**src/rtl/muldiv_pkg.sv**
```systemverilog
// Shared definitions for the iterative multiply/divide unit: op encodings,
// FSM states and the divide-by-zero LO value.
package muldiv_pkg;

    localparam logic [1:0] OP_MULT  = 2'b00;
    localparam logic [1:0] OP_MULTU = 2'b01;
    localparam logic [1:0] OP_DIV   = 2'b10;
    localparam logic [1:0] OP_DIVU  = 2'b11;

    typedef enum logic [1:0] {
        IDLE = 2'b00,
        RUN  = 2'b01,
        FIX  = 2'b10
    } state_e;

    localparam logic [31:0] DIV0_LO = 32'hFFFF_FFFF;

endpackage

```
**src/rtl/muldiv_step.sv**
```systemverilog
// One combinational iteration of the multiply/divide datapath.
// Ports:
//   is_div          - 1: restoring shift-subtract step, 0: shift-add step
//   acc_hi, acc_lo  - current 2*XLEN accumulator
//   operand         - multiplicand (mul) or divisor (div), magnitude form
//   nxt_hi, nxt_lo  - accumulator after this step
// Mul: acc_lo holds the remaining multiplier bits, the product grows into acc_hi
//      and shifts down into acc_lo.
// Div: acc_lo holds the dividend, shifted out into the partial remainder in
//      acc_hi; quotient bits shift in at the bottom of acc_lo.
module muldiv_step #(
    parameter int unsigned XLEN = 32
) (
    input  logic            is_div,
    input  logic [XLEN-1:0] acc_hi,
    input  logic [XLEN-1:0] acc_lo,
    input  logic [XLEN-1:0] operand,
    output logic [XLEN-1:0] nxt_hi,
    output logic [XLEN-1:0] nxt_lo
);

    logic [XLEN:0] sum;
    logic [XLEN:0] rem_sh;
    logic [XLEN:0] diff;
    logic          fits;

    always_comb begin
        sum    = {1'b0, acc_hi} + (acc_lo[0] ? {1'b0, operand} : '0);
        // Partial remainder can reach XLEN+1 bits, so compare at full width.
        rem_sh = {acc_hi, acc_lo[XLEN-1]};
        diff   = rem_sh - {1'b0, operand};
        fits   = (rem_sh >= {1'b0, operand});
        nxt_hi = sum[XLEN:1];
        nxt_lo = {sum[0], acc_lo[XLEN-1:1]};
        if (is_div) begin
            nxt_hi = fits ? diff[XLEN-1:0] : rem_sh[XLEN-1:0];
            nxt_lo = {acc_lo[XLEN-2:0], fits};
        end
    end

endmodule

```
**src/rtl/muldiv_unit.sv**
```systemverilog
// Iterative 32-cycle multiply/divide unit owning the architectural HI/LO pair.
// Ports:
//   clk, reset       - clock (rising edge), asynchronous active-high reset
//   start, op        - launch mult/multu/div/divu; sampled only when idle
//   srca, srcb       - rs/rt operands
//   hi_we, lo_we     - mthi/mtlo write enables, wdata is the write value
//   busy             - operation in progress (combinational from state)
//   done             - one-cycle pulse when an operation has written HI/LO
//   hi, lo           - HI/LO registers
module muldiv_unit
    import muldiv_pkg::*;
#(
    parameter int unsigned XLEN = 32,
    parameter int unsigned ITER = 32
) (
    input  logic            clk,
    input  logic            reset,
    input  logic            start,
    input  logic [1:0]      op,
    input  logic [XLEN-1:0] srca,
    input  logic [XLEN-1:0] srcb,
    input  logic            hi_we,
    input  logic            lo_we,
    input  logic [XLEN-1:0] wdata,
    output logic            busy,
    output logic            done,
    output logic [XLEN-1:0] hi,
    output logic [XLEN-1:0] lo
);

    localparam int unsigned CNT_W = $clog2(ITER);

    state_e            state_q, state_d;
    logic [CNT_W-1:0]  cnt_q, cnt_d;
    logic [1:0]        op_q, op_d;
    logic              sign_a_q, sign_a_d;
    logic              sign_b_q, sign_b_d;
    logic [XLEN-1:0]   opb_q, opb_d;
    logic [XLEN-1:0]   acc_hi_q, acc_hi_d;
    logic [XLEN-1:0]   acc_lo_q, acc_lo_d;
    logic [XLEN-1:0]   hi_q, hi_d;
    logic [XLEN-1:0]   lo_q, lo_d;
    logic              done_q, done_d;

    logic              in_signed, in_div, in_sa, in_sb;
    logic [XLEN-1:0]   mag_a, mag_b;
    logic [XLEN-1:0]   step_hi, step_lo;
    logic              neg;
    logic [2*XLEN-1:0] prod, mul_res;
    logic [XLEN-1:0]   quo, rem, fix_hi, fix_lo;

    muldiv_step #(.XLEN(XLEN)) u_step (
        .is_div  (op_q[1]),
        .acc_hi  (acc_hi_q),
        .acc_lo  (acc_lo_q),
        .operand (opb_q),
        .nxt_hi  (step_hi),
        .nxt_lo  (step_lo)
    );

    // Operand conditioning at launch and sign correction of the finished accumulator.
    always_comb begin
        in_signed = (op == OP_MULT) || (op == OP_DIV);
        in_div    = (op == OP_DIV) || (op == OP_DIVU);
        in_sa     = in_signed & srca[XLEN-1];
        in_sb     = in_signed & srcb[XLEN-1];
        mag_a     = in_sa ? -srca : srca;
        mag_b     = in_sb ? -srcb : srcb;

        neg       = sign_a_q ^ sign_b_q;
        prod      = {acc_hi_q, acc_lo_q};
        mul_res   = neg ? -prod : prod;
        quo       = neg ? -acc_lo_q : acc_lo_q;
        // Remainder follows the dividend; on divide-by-zero it equals |srca|, so this restores srca.
        rem       = sign_a_q ? -acc_hi_q : acc_hi_q;
        fix_hi    = op_q[1] ? rem : mul_res[2*XLEN-1:XLEN];
        fix_lo    = op_q[1] ? quo : mul_res[XLEN-1:0];
        if (op_q[1] && (opb_q == '0)) begin
            fix_lo = XLEN'(DIV0_LO);
        end
    end

    // Next-state and register update logic.
    always_comb begin
        state_d  = state_q;
        cnt_d    = cnt_q;
        op_d     = op_q;
        sign_a_d = sign_a_q;
        sign_b_d = sign_b_q;
        opb_d    = opb_q;
        acc_hi_d = acc_hi_q;
        acc_lo_d = acc_lo_q;
        hi_d     = hi_q;
        lo_d     = lo_q;
        done_d   = 1'b0;

        case (state_q)
            IDLE: begin
                if (start) begin
                    op_d     = op;
                    sign_a_d = in_sa;
                    sign_b_d = in_sb;
                    acc_hi_d = '0;
                    acc_lo_d = in_div ? mag_a : mag_b;
                    opb_d    = in_div ? mag_b : mag_a;
                    cnt_d    = CNT_W'(ITER - 1);
                    state_d  = RUN;
                end else begin
                    if (hi_we) hi_d = wdata;
                    if (lo_we) lo_d = wdata;
                end
            end
            RUN: begin
                acc_hi_d = step_hi;
                acc_lo_d = step_lo;
                if (cnt_q == '0) begin
                    state_d = FIX;
                end else begin
                    cnt_d = cnt_q - CNT_W'(1);
                end
            end
            FIX: begin
                hi_d    = fix_hi;
                lo_d    = fix_lo;
                done_d  = 1'b1;
                state_d = IDLE;
            end
            default: state_d = IDLE;
        endcase
    end

    always_ff @(posedge clk or posedge reset) begin
        if (reset) begin
            state_q  <= IDLE;
            cnt_q    <= '0;
            op_q     <= '0;
            sign_a_q <= 1'b0;
            sign_b_q <= 1'b0;
            opb_q    <= '0;
            acc_hi_q <= '0;
            acc_lo_q <= '0;
            hi_q     <= '0;
            lo_q     <= '0;
            done_q   <= 1'b0;
        end else begin
            state_q  <= state_d;
            cnt_q    <= cnt_d;
            op_q     <= op_d;
            sign_a_q <= sign_a_d;
            sign_b_q <= sign_b_d;
            opb_q    <= opb_d;
            acc_hi_q <= acc_hi_d;
            acc_lo_q <= acc_lo_d;
            hi_q     <= hi_d;
            lo_q     <= lo_d;
            done_q   <= done_d;
        end
    end

    assign busy = (state_q != IDLE);
    assign done = done_q;
    assign hi   = hi_q;
    assign lo   = lo_q;

endmodule

```
**config.mk**
```make
export PLATFORM = sky130hd
export DESIGN_NAME = muldiv_unit
export DESIGN_NICKNAME = d
export VERILOG_FILES = /design/src/rtl/muldiv_pkg.sv /design/src/rtl/muldiv_step.sv /design/src/rtl/muldiv_unit.sv
export SDC_FILE = /design/constraint.sdc
export NUM_CORES = 1
export LEC_CHECK = 0
export CAP_MARGIN = 25
export CORE_ASPECT_RATIO = 1.1
export CORE_MARGIN = 2
export CORE_UTILIZATION = 29
export DETAILED_ROUTE_END_ITERATION = 8
export DONT_BUFFER_PORTS = 1
export PLACE_DENSITY_LB_ADDON = 0.25
export SKIP_CTS_REPAIR_TIMING = 1
export SLEW_MARGIN = 20
export SYNTH_ARGS = -nofsm -noshare
export SYNTH_HDL_FRONTEND = slang
export SYNTH_SLANG_ARGS = --single-unit
```
**constraint.sdc**
```tcl
create_clock -name clk -period 5.5 [get_ports clk]
set_input_delay 1.1 -clock clk [delete_from_list [all_inputs] [get_ports clk]]
set_output_delay 1.1 -clock clk [all_outputs]
set_load 0.01 [all_outputs]
```
# Yosys cells after proc, flatten, opt, wreduce, memory -nomap -nowiden
# Cells that the tools add are included.
[totals] out_inout_bits=66 mem_count=0 reg_bits=172 latchBits=0 mem_bits_ro=0 elab_cells=80 in_bits=103 ram_bits=0
[op_classes] bitwise=3 muxes=31 n_reduce_logical=16 n_eq_ne=10 magnitude_cmp=1 add_sub_neg=8 div_mod_pow=0 n_mul=0 n_shift=0
[op_table] operator="$mux 32" n=19
[op_table] operator="$pmux 32 s2" n=4
[op_table] operator="$neg 32->32" n=4
[op_table] operator="$mux 64" n=1
[op_table] operator="$neg 64->64" n=1
[op_table] operator="$add 32x32->33" n=1
[op_table] operator="$ge 33x32->1" n=1
[op_table] operator="$logic_not 32->1" n=1
[op_table] operator="$sub 32x32->32" n=1
[op_table] operator="$ne 2x2->1 const B" n=6
[op_table] operator="$mux 5" n=2
[op_table] operator="$pmux 5 s2" n=1
[op_table] operator="$reduce_and 3->1" n=3
[op_table] operator="$eq 2x2->1 const B" n=3
[op_table] operator="$reduce_and 2->1" n=3
[op_table] operator="$reduce_bool 2->1" n=3
[op_table] operator="$logic_not 5->1" n=1
[op_table] operator="$sub 5x1->5 const B" n=1
[op_table] operator="$logic_not 2->1" n=2
[op_table] operator="$mux 2" n=2
[op_table] operator="$pmux 2 s2" n=1
[op_table] operator="$and 1x1->1" n=2
[op_table] operator="$eq 2x1->1 const B" n=1
[op_table] operator="$logic_or 1x1->1" n=2
[op_table] operator="other kinds (3)" n=3

# Logic depth before layout (Yosys ltp)
# Gate-level depths: netlist of the first run.
[depth] depth_word=7 mapped_depth=14 mapped_depth_nobuf=13

# Modules after synthesis
# Synthesis of the first run repeated with hierarchy kept, for this count alone.
[hier_totals] cells_unflattened=2045 area_unflattened_um2=16016.6
[modules_own_cells] mod="muldiv_unit" area_each_um2=11288.3 n_inst=1 cells_per_inst=1344
[modules_own_cells] mod="muldiv_step" area_each_um2=4728.3 n_inst=1 cells_per_inst=701

# Worst setup path before layout of the first run
# No wires, ideal clock.
[synth_timing] kind="input to register" startpoint="input port srca[8]" endpoint="register acc_lo_q[28]" arrival_time_ns=3.109 path_slack_ns=2.258 path_buffers=0 stages=9 setup_ns=0.133 required_ns=5.367 path_cell_list="nor4_1 nor3b_1 nand3_1 or3_1 o41ai_2 xor2_1 a21oi_1 a21oi_1 o21ai_0"
[synth_via] elab_chain_len=5
[synth_rtl] element="from (decl)" line_no="muldiv_unit.sv:20" text="input logic [XLEN-1:0] srca,"
[synth_rtl] element="$neg 32->32" line_no="muldiv_unit.sv:67" text="mag_a = in_sa ? -srca : srca;"
[synth_rtl] element="$mux 32" line_no="muldiv_unit.sv:67"
[synth_rtl] element="$mux 32" line_no="muldiv_unit.sv:104" text="acc_lo_d = in_div ? mag_a : mag_b;"
[synth_rtl] element="$mux 32" line_no="muldiv_unit.sv:99" text="if (start) begin"
[synth_rtl] element="$pmux 32 s2" line_no="muldiv_unit.sv:97" text="case (state_q)"
[synth_rtl] element="to (signal assigned)" line_no="muldiv_unit.sv:153" text="acc_lo_q <= acc_lo_d;"
[synth_rtl] element="to (decl)" line_no="muldiv_unit.sv:40" text="logic [XLEN-1:0] acc_lo_q, acc_lo_d;"
# No other way between the ends. The select of a mux whose other input is x is not followed.
# A chain may end at the register's enable or synchronous reset.

# Final worst setup path of the first run
[layout_timing] startpoint="register acc_hi_q[10]" endpoint="register acc_hi_q[27]"
[layout_via] elab_chain_len=4
[layout_rtl] element="from (decl)" line_no="muldiv_unit.sv:39" text="logic [XLEN-1:0] acc_hi_q, acc_hi_d;"
[layout_rtl] element="from (signal assigned)" line_no="muldiv_unit.sv:152" text="acc_hi_q <= acc_hi_d;"
[layout_rtl] element="$sub 32x32->32 or $ge 33x32->1 (tied branches)" line_no="muldiv_step.sv:31, muldiv_step.sv:32"
[layout_rtl] element="$mux 32" line_no="muldiv_step.sv:36" text="nxt_hi = fits ? diff[XLEN-1:0] : rem_sh[XLEN-1:0];"
[layout_rtl] element="$mux 32 *" line_no="muldiv_step.sv:35" text="if (is_div) begin"
[layout_rtl] element="$pmux 32 s2 *" line_no="muldiv_unit.sv:97"
# Mark *: on every way between the ends. The rest lies on a longest branch, timed or not.

==> flow_metrics.py, run 1 <==
metrics = {
    "outcome": {
        "status": "finished with violations",
        "violations": "design-rule violations",
    },
    "timing": {
        "tns_ns": 0,
        "worst_pin_slew_ns": 1.06,
        "setup_viol": 0,
        "min_period_ns": 4.14,
        "rsz0062_at_grt": "no",
        "slew_viol_final": 0,
        "post-route-period-util_pct": 75.3,
        "fmax_mhz": 241,
        "hold_viol": 0,
        "clock-skew-final_ns": 0.0130,
        "slew_headroom_pct": 29.4,
    },
    "clock_tree": {
        "clock-sinks": 171,
        "cts_root_buf": "clkbuf_16",
        "htree_levels": 4,
        "clk_path_buf_depth": 2,
        "cts_buffers": 17,
        "cts_tree": "built",
        "worstSkewPairLatency_ns": 0.46,
        "clk_pin_slew_worst_paths_ns": 0.07,
    },
    "synth": {
        "ys_top_cells_by_area": "dfrtp_1 (28%), o21ai_0 (7.2%), mux2i_1 (6.3%)",
        "yosysMostFrequentCell": "o21ai_0",
        "synth.top_cell.area_share_pct": 28.3,
        "yosysTopAreaCell": "dfrtp_1",
        "syn_nets": 2128,
        "synth_edf_count": 0,
        "synth_area_sq_um": 15100,
        "synth-main-ff-cell": "dfrtp_1",
        "async_reset_ff_share_pct": 100,
        "syn_area_per_cell_sq_um": 7.73,
        "yosys_warnings": 0,
        "synth_cells": 1953,
        "yosysSeqAreaShare_pct": 28.3,
        "ys_seq_elements": 171,
        "synthTopCellsByCount": "o21ai_0 (218), nand2_1 (199), nor2_1 (196), a21oi_1 (187), dfrtp_1 (171)",
        "ys_types": 82,
    },
    "final_layout": {
        "nets": 2061,
        "stdcell_area_sq_um": 16400,
        "fillers": 5527,
        "n_antenna_cell": 0,
        "fin_util_pct": 31.8,
        "drive_gt1_share_pct": 5.74,
        "syn2layout_area_growth_pct": 8.32,
    },
    "detailed_routing": {
        "drt_first_pass_iters": 7,
        "drt-initial-drc-count": 1427,
        "viasPerCell": 5.68,
        "num_vias": 14600,
        "wl_per_cell_um": 22.1,
        "antenna_left": 0,
        "wl_um": 56700,
        "drc_errors": 10,
    },
    "setup_path": {
        "cp-start-kind": "flop",
        "required_ns": 5.85,
        "endpoint_kind": "flop",
        "r2r_cells": 11,
        "crit_path_top_delay_cell": "dfrtp_1",
        "max_stage_delay_ns": 0.54,
        "setup.worst_path.class": "flop to flop",
        "cp_data_arrival_time_ns": 4.49,
        "crit_chain": "ha_1, nand4_1, or3_1, a21oi_1, or3_1, nand3_1, a21oi_1, or2_1, buf_4, o311ai_0, a32o_1",
        "crit_fanout": 31,
        "reg2reg_slack_ns": 1.36,
    },
    "grt": {
        "grt_pass1_wl_um": 86700,
        "overflow": 0,
        "antenna_found_initial": 0,
        "grtUsageTotal_pct": 20.7,
        "grt_max_degree": 113,
        "grt_pass1_vias": 14000,
    },
    "floorplan": {
        "rows": 87,
        "io_pins": 169,
        "start_util_pct": 29.4,
        "dieArea_sq_um": 53900,
        "die_h_um": 243,
        "die_x_um": 222,
        "coreArea_sq_um": 51400,
    },
    "power_and_ir_drop": {
        "ir_worst_vdd_mv": 0.292,
        "p_leak_nw": 6.67,
        "powerDensity_nw_per_um2": 734,
        "total_power_mw": 12.0,
    },
    "hold_path": {
        "min_path_cells": 2,
        "hold_path_class": "flop to flop",
    },
    "placement": {
        "dp_hpwl_um": 44500,
        "io_buffers": 0,
        "place_area_sq_um": 15800,
        "gp_congestion": 0.955,
    },
    "job": {
        "drv_cap": 0,
    },
}
[per-layer routing]
metal,track usage [%],wire length (um),vias to the layer above
li1,-,-,6883
met1,28.6,26400,7095
met2,32.5,24900,514
met3,3.75,3680,75
met4,7.13,1730,0
met5,0,0,-
[critical path, delay by kind of cell, from the launching register on]
kind	cells	cell delay [ns]
buf+inv	1	0.46
compound gates	4	1.43
simple gates	5	1.09
fa+ha+maj	1	0.50
flops	1	0.54
[cell usage in the layout (no fill, tap or decap), drive strengths merged, types with 17 or more instances in the layout]
| cell type | netlist | layout |
|---|---|---|
| mux2i | 95 | 95 |
| a21oi | 187 | 187 |
| nor3 | 54 | 54 |
| or3 | 27 | 27 |
| a31oi | 22 | 22 |
| ha | 70 | 70 |
| nor4 | 27 | 27 |
| inv | 74 | 81 |
| nor2 | 196 | 196 |
| nand2b | 17 | 17 |
| clkbuf | 95 | 19 |
| xor2 | 73 | 73 |
| nand4 | 19 | 19 |
| nand3 | 18 | 18 |
| a21o | 25 | 25 |
| a211oi | 17 | 17 |
| nand2 | 199 | 199 |
| buf | 18 | 26 |
| a22oi | 19 | 19 |
| o22ai | 25 | 25 |
| xnor2 | 94 | 94 |
| o21ai | 219 | 219 |
| dfrtp | 171 | 171 |
[sequential cells by signal (all words and copies together), names as in the netlist]
| name | cells |
|---|---|
| acc_hi_q | 32 |
| acc_lo_q | 32 |
| hi | 32 |
| lo | 32 |
| opb_q | 32 |
| cnt_q | 5 |
| state_q | 2 |
| done | 1 |
| op_q | 1 |
| sign_a_q | 1 |
| sign_b_q | 1 |
[cell type report]
class	count	area, sq um	share of cell area, %
Clock inverter	14	126	0.772
Clock buffer	18	439	2.68
Tap cell	667	835	5.10
Multi-Input combinational cell	1594	10200	62.1
Inverter	75	285	1.74
Sequential cell	171	4280	26.2
Timing Repair Buffer	27	244	1.49
[stage by stage]
step                      std cells  worst slack [ns]  hold slack [ns]
after floorplan                1953              2.22            0.450
after global placement         2527             0.972            0.465
after detailed placement       2531              1.36            0.471
after CTS                      2563              1.34            0.488
after global routing           2566              1.05            0.516
final                          2566              1.36            0.484
[path summary, 6_finish.rpt]
check	start	end
min	opb_q[19]	opb_q[19]
max reg2reg	acc_hi_q[10]	acc_hi_q[27]
max	acc_hi_q[10]	acc_hi_q[27]
min in group asynchronous	reset	lo[13]
max in group asynchronous	reset	acc_lo_q[28]
min reg2reg	opb_q[19]	opb_q[19]
[power breakdown]
group          internal (mW)  switching [mW]
Sequential              1.89            1.12
Combinational           3.07            4.72
Clock                  0.608           0.611
Total                   5.56            6.45
[kinds of logic after synthesis]
kind of cell	synth area share (%)
compound gates	24.4
xor+xnor	9.68
fa+ha+maj	6.06
buf+inv	4.75
flops	28.3
mux	6.59
simple gates	20.2
No activity file was read; power rests on OpenSTA's default activity.
==> run 2: changes to the inputs <==
==> constraint.sdc (replaced) <==
create_clock -name clk -period 3.8 [get_ports clk]
set_input_delay 0.76 -clock clk [delete_from_list [all_inputs] [get_ports clk]]
set_output_delay 0.76 -clock clk [all_outputs]
set_load 0.01 [all_outputs]
==> flow_metrics.py, run 2 (same netlist as run 1, synthesis figures left out) <==
metrics = {
    "detailed_routing": {
        "drt-initial-drc-count": 1460,
        "wl_um": 59200,
        "num_vias": 14800,
        "wl_per_cell_um": 22.6,
        "antenna_left": 0,
        "drt_first_pass_iters": 8,
        "viasPerCell": 5.65,
        "drc_errors": 20,
    },
    "floorplan": {
        "coreArea_sq_um": 51400,
        "die_x_um": 222,
        "io_pins": 169,
        "rows": 87,
        "dieArea_sq_um": 53900,
        "die_h_um": 243,
        "start_util_pct": 29.4,
    },
    "final_layout": {
        "most-common-layout-cells": "o21ai_0 (218), nand2_1 (199), nor2_1 (196)",
        "nets": 2113,
        "fillers": 5517,
        "drive_gt1_share_pct": 8.15,
        "layout.cells.most_common": "o21ai_0",
        "stdcell_area_sq_um": 16800,
        "syn2layout_area_growth_pct": 11.2,
    },
    "grt": {
        "grt_max_degree": 94,
        "grt_pass1_wl_um": 90600,
        "grt_pass1_vias": 14200,
        "grtUsageTotal_pct": 21.8,
        "overflow": 0,
        "antenna_found_initial": 1,
    },
    "timing": {
        "slew_viol_final": 0,
        "clock-skew-final_ns": 0.0121,
        "post-route-period-util_pct": 92.8,
        "tns_ns": 0,
        "fmax_mhz": 284,
        "min_period_ns": 3.52,
        "worst_pin_slew_ns": 0.955,
        "slew_headroom_pct": 36.2,
        "rsz0062_at_grt": "no",
        "hold_viol": 0,
        "holdWs_ns": 0.181,
        "setup_viol": 0,
    },
    "placement": {
        "dp_hpwl_um": 47300,
        "place_area_sq_um": 16200,
        "gp_congestion": 0.985,
        "io_buffers": 0,
    },
    "clock_tree": {
        "cts_tree": "built",
        "clock-sinks": 171,
        "clk_path_buf_depth": 2,
        "htree_levels": 4,
        "cts_buffers": 17,
        "cts_root_buf": "clkbuf_16",
        "worstSkewPairLatency_ns": 0.47,
        "clk_pin_slew_worst_paths_ns": 0.07,
    },
    "power_and_ir_drop": {
        "powerDensity_nw_per_um2": 1070,
        "p_leak_nw": 6.94,
        "ir_worst_vdd_mv": 0.400,
    },
    "setup_path": {
        "cp_data_arrival_time_ns": 3.86,
        "cp-start-kind": "flop",
        "endpoint_kind": "flop",
        "required_ns": 4.13,
        "setup.worst_path.class": "flop to flop",
        "crit_fanout": 5,
    },
    "outcome": {
        "violations": "design-rule violations",
        "status": "finished with violations",
    },
    "hold_path": {
        "hold_path_class": "input port to async pin",
    },
    "job": {
        "drv_cap": 0,
    },
}
[run 2: cell types whose count changed in the layout (fill, tap and decap cells not counted), sizes merged]
cell	delta
clkinv	+1
bufinv	+1
buf	+51
clkbuf	+3
inv	-5
diode	+1
[run 2: cell type report]
cell class | count | area [sq um] | share of cell area, %
multi-input combinational | 1594 | 10200 | 60.4
sequential | 171 | 4280 | 25.5
tap | 667 | 835 | 4.97
timing repair buffer | 79 | 688 | 4.09
clock buffer | 20 | 447 | 2.66
inverter | 75 | 289 | 1.72
clock inverter | 11 | 110 | 0.655
antenna | 1 | 2.50 | 0.0149
[run 2: final timing paths]
kind                                  start            to  slack, ns  cells past startpoint
worst max register to register  acc_lo_q[0]  acc_hi_q[29]       0.28                     13
worst max-delay path            acc_lo_q[0]  acc_hi_q[29]       0.28                     13
worst min register to register     cnt_q[0]      cnt_q[0]       0.50                      1
min in group clk                  wdata[25]        lo[25]       0.49                      2
max in group asynchronous             reset       op_q[1]       2.81                      2
worst min-delay path                  reset        lo[13]       0.18                      1
[run 2: critical path, stage by stage, from the launching register on]
cell	delay, ns
dfrtp_1	0.47
and2_1	0.16
ha_1	0.19
inv_1	0.07
fa_1	0.42
nor2b_1	0.19
o211ai_1	0.19
a211oi_1	0.40
o21ai_0	0.27
a21bo_2	0.25
o2bb2ai_1	0.20
o21ai_0	0.27
mux2i_1	0.21
o211ai_1	0.10
[run 2: through the flow]
stage	cells	utilization (%)	setup slack, ns	power [mW]
6_report	2618	32.7	0.275	18.1
4_1_cts	2613	32.6	0.251	17.9
2_1_floorplan	1953	-	0.699	12.0
3_5_place_dp	2582	31.5	0.299	16.0
5_1_grt	2617	32.7	0.0779	19.4
3_3_place_gp	2582	31.5	0.329	16.0
[run 2: layer usage]
metal,up-vias,part of all wire [%],track usage [%],wire [um]
li1,6976,-,-,-
met1,7197,46,30.2,27000
met2,549,45,34.2,26400
met3,80,6.5,3.29,3840
met4,0,3.3,8.07,1960
met5,-,0,0,0
[run 2: where the power goes]
group	internal (mW)	leakage (nW)	switching (mW)
registers	2.74	2.08	1.26
clock network	0.926	0.269	0.843
logic	4.82	4.58	7.48
total	8.48	6.94	9.58
